--- config.mk ---
export PLATFORM = sky130hd
export DESIGN_NAME = oldland_dbus_arbiter
export DESIGN_NICKNAME = d
export VERILOG_FILES = /design/src/rtl/oldland_dbus_arbiter.sv
export SDC_FILE = /design/constraint.sdc
export NUM_CORES = 1
export LEC_CHECK = 0
export BUFFER_PORTS_ARGS = -buffer_cell sky130_fd_sc_hd__buf_4
export CAP_MARGIN = 20
export CORE_AREA = 2 2 124 126
export DETAILED_ROUTE_END_ITERATION = 8
export DIE_AREA = 0 0 126 128
export RECOVER_POWER = 100
export SLEW_MARGIN = 20
export SYNTH_ARGS = -nofsm -noshare
export SYNTH_HDL_FRONTEND = slang
export SYNTH_SLANG_ARGS = --single-unit
--- constraint.sdc ---
create_clock -name clk -period 2.5 [get_ports clk]
set_clock_uncertainty 0.05 [all_clocks]
set_input_delay 0.125 -clock clk [delete_from_list [all_inputs] [get_ports clk]]
set_output_delay 0.125 -clock clk [all_outputs]
set_load 0.1 [all_outputs]
--- src/rtl/oldland_dbus_arbiter.sv ---
// Oldland data-bus arbiter: shares one data bus between the CPU memory stage
// (m0) and the debug controller (m1) with round-robin arbitration.
//
// Optional feature: define OLDLAND_DBUS_TIMEOUT_EN to enable a bus timeout that
// returns an error to the owner after TIMEOUT_CYCLES BUSY cycles without a
// response. Without the macro a transaction waits indefinitely for d_ack/d_error.
//
// state | meaning
// ------+---------------------------------------------------------------
// IDLE  | bus free; outputs zero; next requester wins on the next edge
// BUSY  | owner's request driven on the bus, waiting for d_ack/d_error
module oldland_dbus_arbiter #(
  parameter int unsigned TIMEOUT_CYCLES = 64
) (
  input  logic        clk,
  input  logic        rst_n,

  input  logic        m0_access,
  input  logic [31:0] m0_addr,
  input  logic        m0_wr_en,
  input  logic [3:0]  m0_bytesel,
  input  logic [31:0] m0_wr_val,
  output logic [31:0] m0_data,
  output logic        m0_ack,
  output logic        m0_error,

  input  logic        m1_access,
  input  logic [31:0] m1_addr,
  input  logic        m1_wr_en,
  input  logic [3:0]  m1_bytesel,
  input  logic [31:0] m1_wr_val,
  output logic [31:0] m1_data,
  output logic        m1_ack,
  output logic        m1_error,

  output logic [31:0] d_addr,
  output logic [3:0]  d_bytesel,
  output logic        d_wr_en,
  output logic [31:0] d_wr_val,
  output logic        d_access,
  input  logic [31:0] d_data,
  input  logic        d_ack,
  input  logic        d_error,

  output logic [1:0]  grant
);

  typedef enum logic {
    IDLE = 1'b0,
    BUSY = 1'b1
  } state_t;

  state_t state_q, state_d;
  // 0 = m0, 1 = m1
  logic   owner_q, owner_d;
  logic   last_q, last_d;
  logic   busy;
  logic   expire;
  logic   resp_ack;
  logic   resp_err;

  assign busy = (state_q == BUSY);

`ifdef OLDLAND_DBUS_TIMEOUT_EN
  // Expiry is flagged on the cycle the incremented count would reach the limit,
  // so the error lands in the TIMEOUT_CYCLES-th BUSY cycle.
  localparam logic [7:0] TC_LAST = 8'(TIMEOUT_CYCLES - 1);

  logic [7:0] cnt_q, cnt_d;

  assign expire = busy && (cnt_q == TC_LAST);

  // Timeout counter register.
  always_ff @(posedge clk or negedge rst_n) begin
    if (!rst_n) begin
      cnt_q <= 8'd0;
    end else begin
      cnt_q <= cnt_d;
    end
  end
`else
  logic unused_timeout_cfg;

  assign unused_timeout_cfg = (TIMEOUT_CYCLES != 0);
  assign expire             = 1'b0;
`endif

  // Load data is broadcast; only the ack/error strobes are qualified.
  assign m0_data = d_data;
  assign m1_data = d_data;

  // Error beats ack on a collision; a same-cycle ack beats a timeout expiry.
  assign resp_err = busy && (d_error || (expire && !d_ack));
  assign resp_ack = busy && d_ack && !d_error;

  // State, owner and last-winner registers.
  always_ff @(posedge clk or negedge rst_n) begin
    if (!rst_n) begin
      state_q <= IDLE;
      owner_q <= 1'b0;
      last_q  <= 1'b1;
    end else begin
      state_q <= state_d;
      owner_q <= owner_d;
      last_q  <= last_d;
    end
  end

  // Next-state logic: arbitration in IDLE, completion/timeout in BUSY.
  always_comb begin
    state_d = state_q;
    owner_d = owner_q;
    last_d  = last_q;
`ifdef OLDLAND_DBUS_TIMEOUT_EN
    cnt_d   = cnt_q;
`endif
    unique case (state_q)
      IDLE: begin
        if (m0_access || m1_access) begin
          state_d = BUSY;
          owner_d = (m0_access && m1_access) ? !last_q : m1_access;
          last_d  = owner_d;
`ifdef OLDLAND_DBUS_TIMEOUT_EN
          cnt_d   = 8'd0;
`endif
        end
      end
      BUSY: begin
`ifdef OLDLAND_DBUS_TIMEOUT_EN
        cnt_d = cnt_q + 8'd1;
`endif
        if (resp_ack || resp_err) begin
          state_d = IDLE;
`ifdef OLDLAND_DBUS_TIMEOUT_EN
          cnt_d   = 8'd0;
`endif
        end
      end
      default: begin
        state_d = IDLE;
      end
    endcase
  end

  // Bus mux and response steering; everything is zero while IDLE.
  always_comb begin
    d_access  = 1'b0;
    d_addr    = 32'd0;
    d_bytesel = 4'd0;
    d_wr_en   = 1'b0;
    d_wr_val  = 32'd0;
    grant     = 2'b00;
    m0_ack    = 1'b0;
    m1_ack    = 1'b0;
    m0_error  = 1'b0;
    m1_error  = 1'b0;
    if (busy) begin
      d_access = 1'b1;
      if (owner_q) begin
        d_addr    = m1_addr;
        d_bytesel = m1_bytesel;
        d_wr_en   = m1_wr_en;
        d_wr_val  = m1_wr_val;
        grant     = 2'b10;
        m1_ack    = resp_ack;
        m1_error  = resp_err;
      end else begin
        d_addr    = m0_addr;
        d_bytesel = m0_bytesel;
        d_wr_en   = m0_wr_en;
        d_wr_val  = m0_wr_val;
        grant     = 2'b01;
        m0_ack    = resp_ack;
        m0_error  = resp_err;
      end
    end
  end

endmodule

Yosys cells after proc, flatten, opt, wreduce, memory -nomap -nowiden
Index checks and enable logic that the tools add are counted.
{"block": "totals", "latchBits": 0, "rom_bits": 0, "n_memories": 0, "mem_bits_rw": 0, "reg_bits": 3, "output_inout_bits": 140}
{"block": "classes", "n_div": 0, "reduce_logical": 9, "multipliers": 0, "order_cmp": 0, "n_bitwise": 1, "add_sub_neg": 0, "eq_ne": 0, "n_mux": 23, "n_shift": 0}
{"operator": "2-to-1 mux 32 bit", "n": 4}
{"operator": "2-to-1 mux 1 bit", "n": 14}
{"operator": "2-to-1 mux 4 bit", "n": 2}
{"operator": "logical AND 1 bit", "n": 4}
{"operator": "2-to-1 mux 2 bit", "n": 2}
{"operator": "logical NOT 1 bit", "n": 2}
{"operator": "logical OR 1 bit", "n": 2}
{"operator": "case mux 1 bit (2 select lines)", "n": 1}
{"operator": "AND reduction 2 bit", "n": 1}
{"operator": "inverter 1 bit", "n": 1}

Depth between registers and ports, before layout
{"block": "depth", "word_depth": 5, "ltp_mapped": 4, "ltp_nobuf": 2}

Least setup slack after synthesis
No wires, ideal clock.
{"block": "synth_timing", "kind": "register -> output", "from": "register state_q, in the netlist busy", "to": "output port m0_ack", "stages_incl_launch_ff": 3, "n_path_buf": 0, "slack_ns": -1.152, "arrival_time_ns": 3.477, "t_required_ns": 2.325, "cell_sequence": "dfrtp_1 > nor2b_1 > and3b_1"}
{"block": "synth_between", "elab_chain_len": 4}
{"element": "start: declaration", "line_no": "53", "source": "state_t state_q, state_d;"}
{"element": "start signal: assignment", "line_no": "103", "source": "state_q <= state_d;"}
{"element": "logical AND 1 bit (2 in a row)", "line_no": "94", "source": "assign resp_ack = busy && d_ack && !d_error;"}
{"element": "2-to-1 mux 1 bit", "line_no": "159", "source": "if (owner_q) begin"}
{"element": "2-to-1 mux 1 bit (*)", "line_no": "157", "source": "if (busy) begin"}
{"element": "end: declaration", "line_no": "24", "source": "output logic m0_ack,"}
Every way passes the cells marked *; elsewhere a longest branch is shown, timed or not.

Worst setup path in the final report
{"block": "layout_timing", "from": "register owner_q", "to": "output port grant[1]"}
{"block": "layout_between", "elab_chain_len": 2}
{"element": "start: declaration", "line_no": "55", "source": "logic owner_q, owner_d;"}
{"element": "start signal: assignment", "line_no": "104", "source": "owner_q <= owner_d;"}
{"element": "2-to-1 mux 2 bit", "line_no": "159"}
{"element": "2-to-1 mux 2 bit", "line_no": "157"}
{"element": "end: declaration", "line_no": "45", "source": "output logic [1:0] grant"}
Every way passes these cells.

==> key figures <==
Critical path
  – Crit path required time: 2330 ps
  – Critical Setup Path Class: reg2out
  – Count of cell instances traversed by the critical path: 2
  – Critical Path, Cell by Cell: and2_2, clkbuf_1
  – Largest fanout on the critical path: 22
  – Buffers & Inverters on Critical Path: 1
  – Cell with the largest stage delay on the worst path: clkbuf_1
  – Count of cells along the worst register-to-register path: 3
  – Critical Path End Type: output pin
  – Data arrival at the endpoint of the critical path: 1960 ps
  – Largest stage delay on the critical path: 860 ps
  – Startpoint kind of the worst setup timing path: flop
  – Family with the most delay on the worst path: buffers and inverters

STA
  – Unrepaired setup endpoints after global routing: no
  – Min Clock Period, post-route: 2140 ps
  – Final setup fails: 0
  – Max Freq: 468 MHz
  – Total negative slack: 0 ps
  – Final Hold Viols: 0
  – Worst slew pin tran: 1190 ps
  – Slew Limit Headroom: 21.0%
  – Final critical-path share of the clock period: 85.5%
  – Worst Slack Setup Final: 363 ps
  – Final-report max-slew violation count: 0

Pwr
  – Leakage: 1.73 nW
  – Maximum resistive drop on vdd: 0.334 mV
  – Power Dens Cells: 1210 nW/um^2

Global route
  – Initial antenna violation count: 0
  – Total routing resource utilization after global routing: 7.18%
  – Maximum number of pins on one net before global-route repair: 45
  – Via count of the first global-routing pass: 1890
  – Grt total ovfl: 0
  – Global-route wire length before repair: 9530 um

Finish
  – Leading cell type in the layout, fill and taps excluded: buf_4
  – Fraction of layout cells with a size suffix above 1: 61.9%
  – Total inserted antenna cells: 0
  – Number of nets at the end of the flow: 560
  – Commonest cells after routing, fill and taps aside: buf_4, mux2i_1, nor2_1
  – P&R area growth vs syn: 70.2%
  – Layout fillers: 1710

Floorplan
  – Core footprint: 14900 um^2
  – Die outline height: 128 um
  – Die area: 16100 um^2
  – Floorplan row count: 45
  – I/O Pins: 316
  – Effective utilization at floorplan: 12.0%
  – Die Span X: 126 um

Worst hold path
  – Cell count of the worst hold path: 2
  – Hold crit path type: in2reg

Synth
  – Post-synthesis area per instance: 7.64 um^2
  – Synth Cell Area: 1790 um^2
  – Number of distinct standard cells referenced by the synthesized netlist: 20
  – Share of synthesized area occupied by flip-flops and latches: 4.27%
  – Post-synthesis register bit count: 3
  – Synthesized net count: 410
  – Syn Inst Count: 234
  – Yosys warning total: 0

Clock tree
  – Cell at the root of the clock tree: clkbuf_16
  – Post-cts resize count: 0
  – CTS HTree Levels: 1
  – Skew-Pair Late Insertion Delay: 220 ps
  – Setup repair bufs after CTS: 0
  – CTS tree: built
  – Number of buffers on the longest clock path: 2
  – CTS Buf Count: 3
  – Number of clock sinks: 3
  – Clock slew at the register clock pins of the worst setup and hold paths: 30 ps

Detailed routing
  – Wire length per cell after detailed routing: 11.9 um
  – Final routed DRC violation total: 0
  – Number of nets with antenna violations after routing: 0
  – Iteration-0 DRC Markers: 41
  – Post-DR vias/cell: 3.59
  – Via count of the routed design: 2052
  – First-pass DRT Iterations: 4
  – Sum of routed wire length over all layers: 6770 um

Placed design
  – Worst Setup Slack post-DPL: 738 ps
  – Post-DP HPWL: 5760 um
  – GPL Wtd Cong: 0.695
  – Port bufs: 219

Run
  – Max-cap violations: 0

Run status
  – Result of the run: completed
[logic make-up (layout without fill, tap and decap cells)]
kind of cell	Yosys count	after routing	share of synthesized area (%)
AO/OA/AOI/OAI	4	4	1.75
buffers and inverters	80	229	37.5
flip-flops	3	3	4.27
multiplexers	69	69	38.7
AND/OR/NAND/NOR	78	78	17.9
[Yosys cell counts (all sizes together)]
master  instances  share of area, %
mux2i          69                39
nand2b          1              0.35
buf            73                36
a32o            1              0.56
nor2           69                14
and3b           2              0.98
inv             1              0.21
o21ai           1              0.28
nor2b           1              0.35
nand2           1              0.21
and3            1              0.35
dfrtp           2               2.8
dfstp           1               1.5
nor3b           1              0.42
clkbuf          6               1.3
o31a            1              0.49
and2            2              0.70
a21o            1              0.42
[sequential cells by signal, indices dropped and copies added, names as in the netlist]
register / cells
busy: 1
owner_q: 1
last_q: 1
[path summary, 6_finish.rpt]
path / start / endpoint / slack, ps
max: owner_q / grant[1] / 360
min: m1_access / busy / 90
max reg2reg: busy / owner_q / 800
min reg2reg: last_q / last_q / 470
max in group asynchronous: rst_n / last_q / 1980
min in group asynchronous: rst_n / busy / 200
[routing by layer]
metal	wire (um)	vias to the layer above	GRT usage, %
li1	-	1000	-
met1	2260	888	7.43
met2	3540	131	13.4
met3	730	33	1.92
met4	229	0	3.56
met5	0	-	0
[per-stage QoR]
step / hold slack (ps) / utilization, % / instances / area (um^2) / power (mW)
finish: 93.7 / 20.5 / 571 / 3040 / 3.67
global route: 109 / 20.5 / 571 / 3040 / 3.80
CTS: 96.9 / 21.5 / 571 / 3190 / 3.84
detailed placement: -133 / 20.9 / 566 / 3110 / 3.58
global placement: -133 / 20.9 / 566 / 3110 / 3.58
floorplan: -221 / - / 234 / 1820 / 3.51
[repair_timing]
item / CTS / global route
endpoints found under the setup margin: 0 / 0
hold buffers: 1 / 0
endpoints found under the hold margin: 3 / 0
[final cells by class]
| type | instances | area, um^2 | share of cell area, % |
|---|---|---|---|
| clock buffer | 4 | 78.8 | 2.59 |
| inverter | 1 | 3.75 | 0.123 |
| multi-input combinational | 151 | 1070 | 35.3 |
| sequential | 3 | 80.1 | 2.63 |
| tap | 188 | 235 | 7.73 |
| timing repair buffer | 224 | 1570 | 51.6 |
[where the power goes]
group	internal, mW	switching [mW]	leakage [nW]
registers	0.0754	0.0795	0.0327
logic	0.732	2.54	1.66
clock network	0.210	0.0412	0.0382
total	1.02	2.66	1.73
Note: power is estimated with default switching activity, not from simulation.
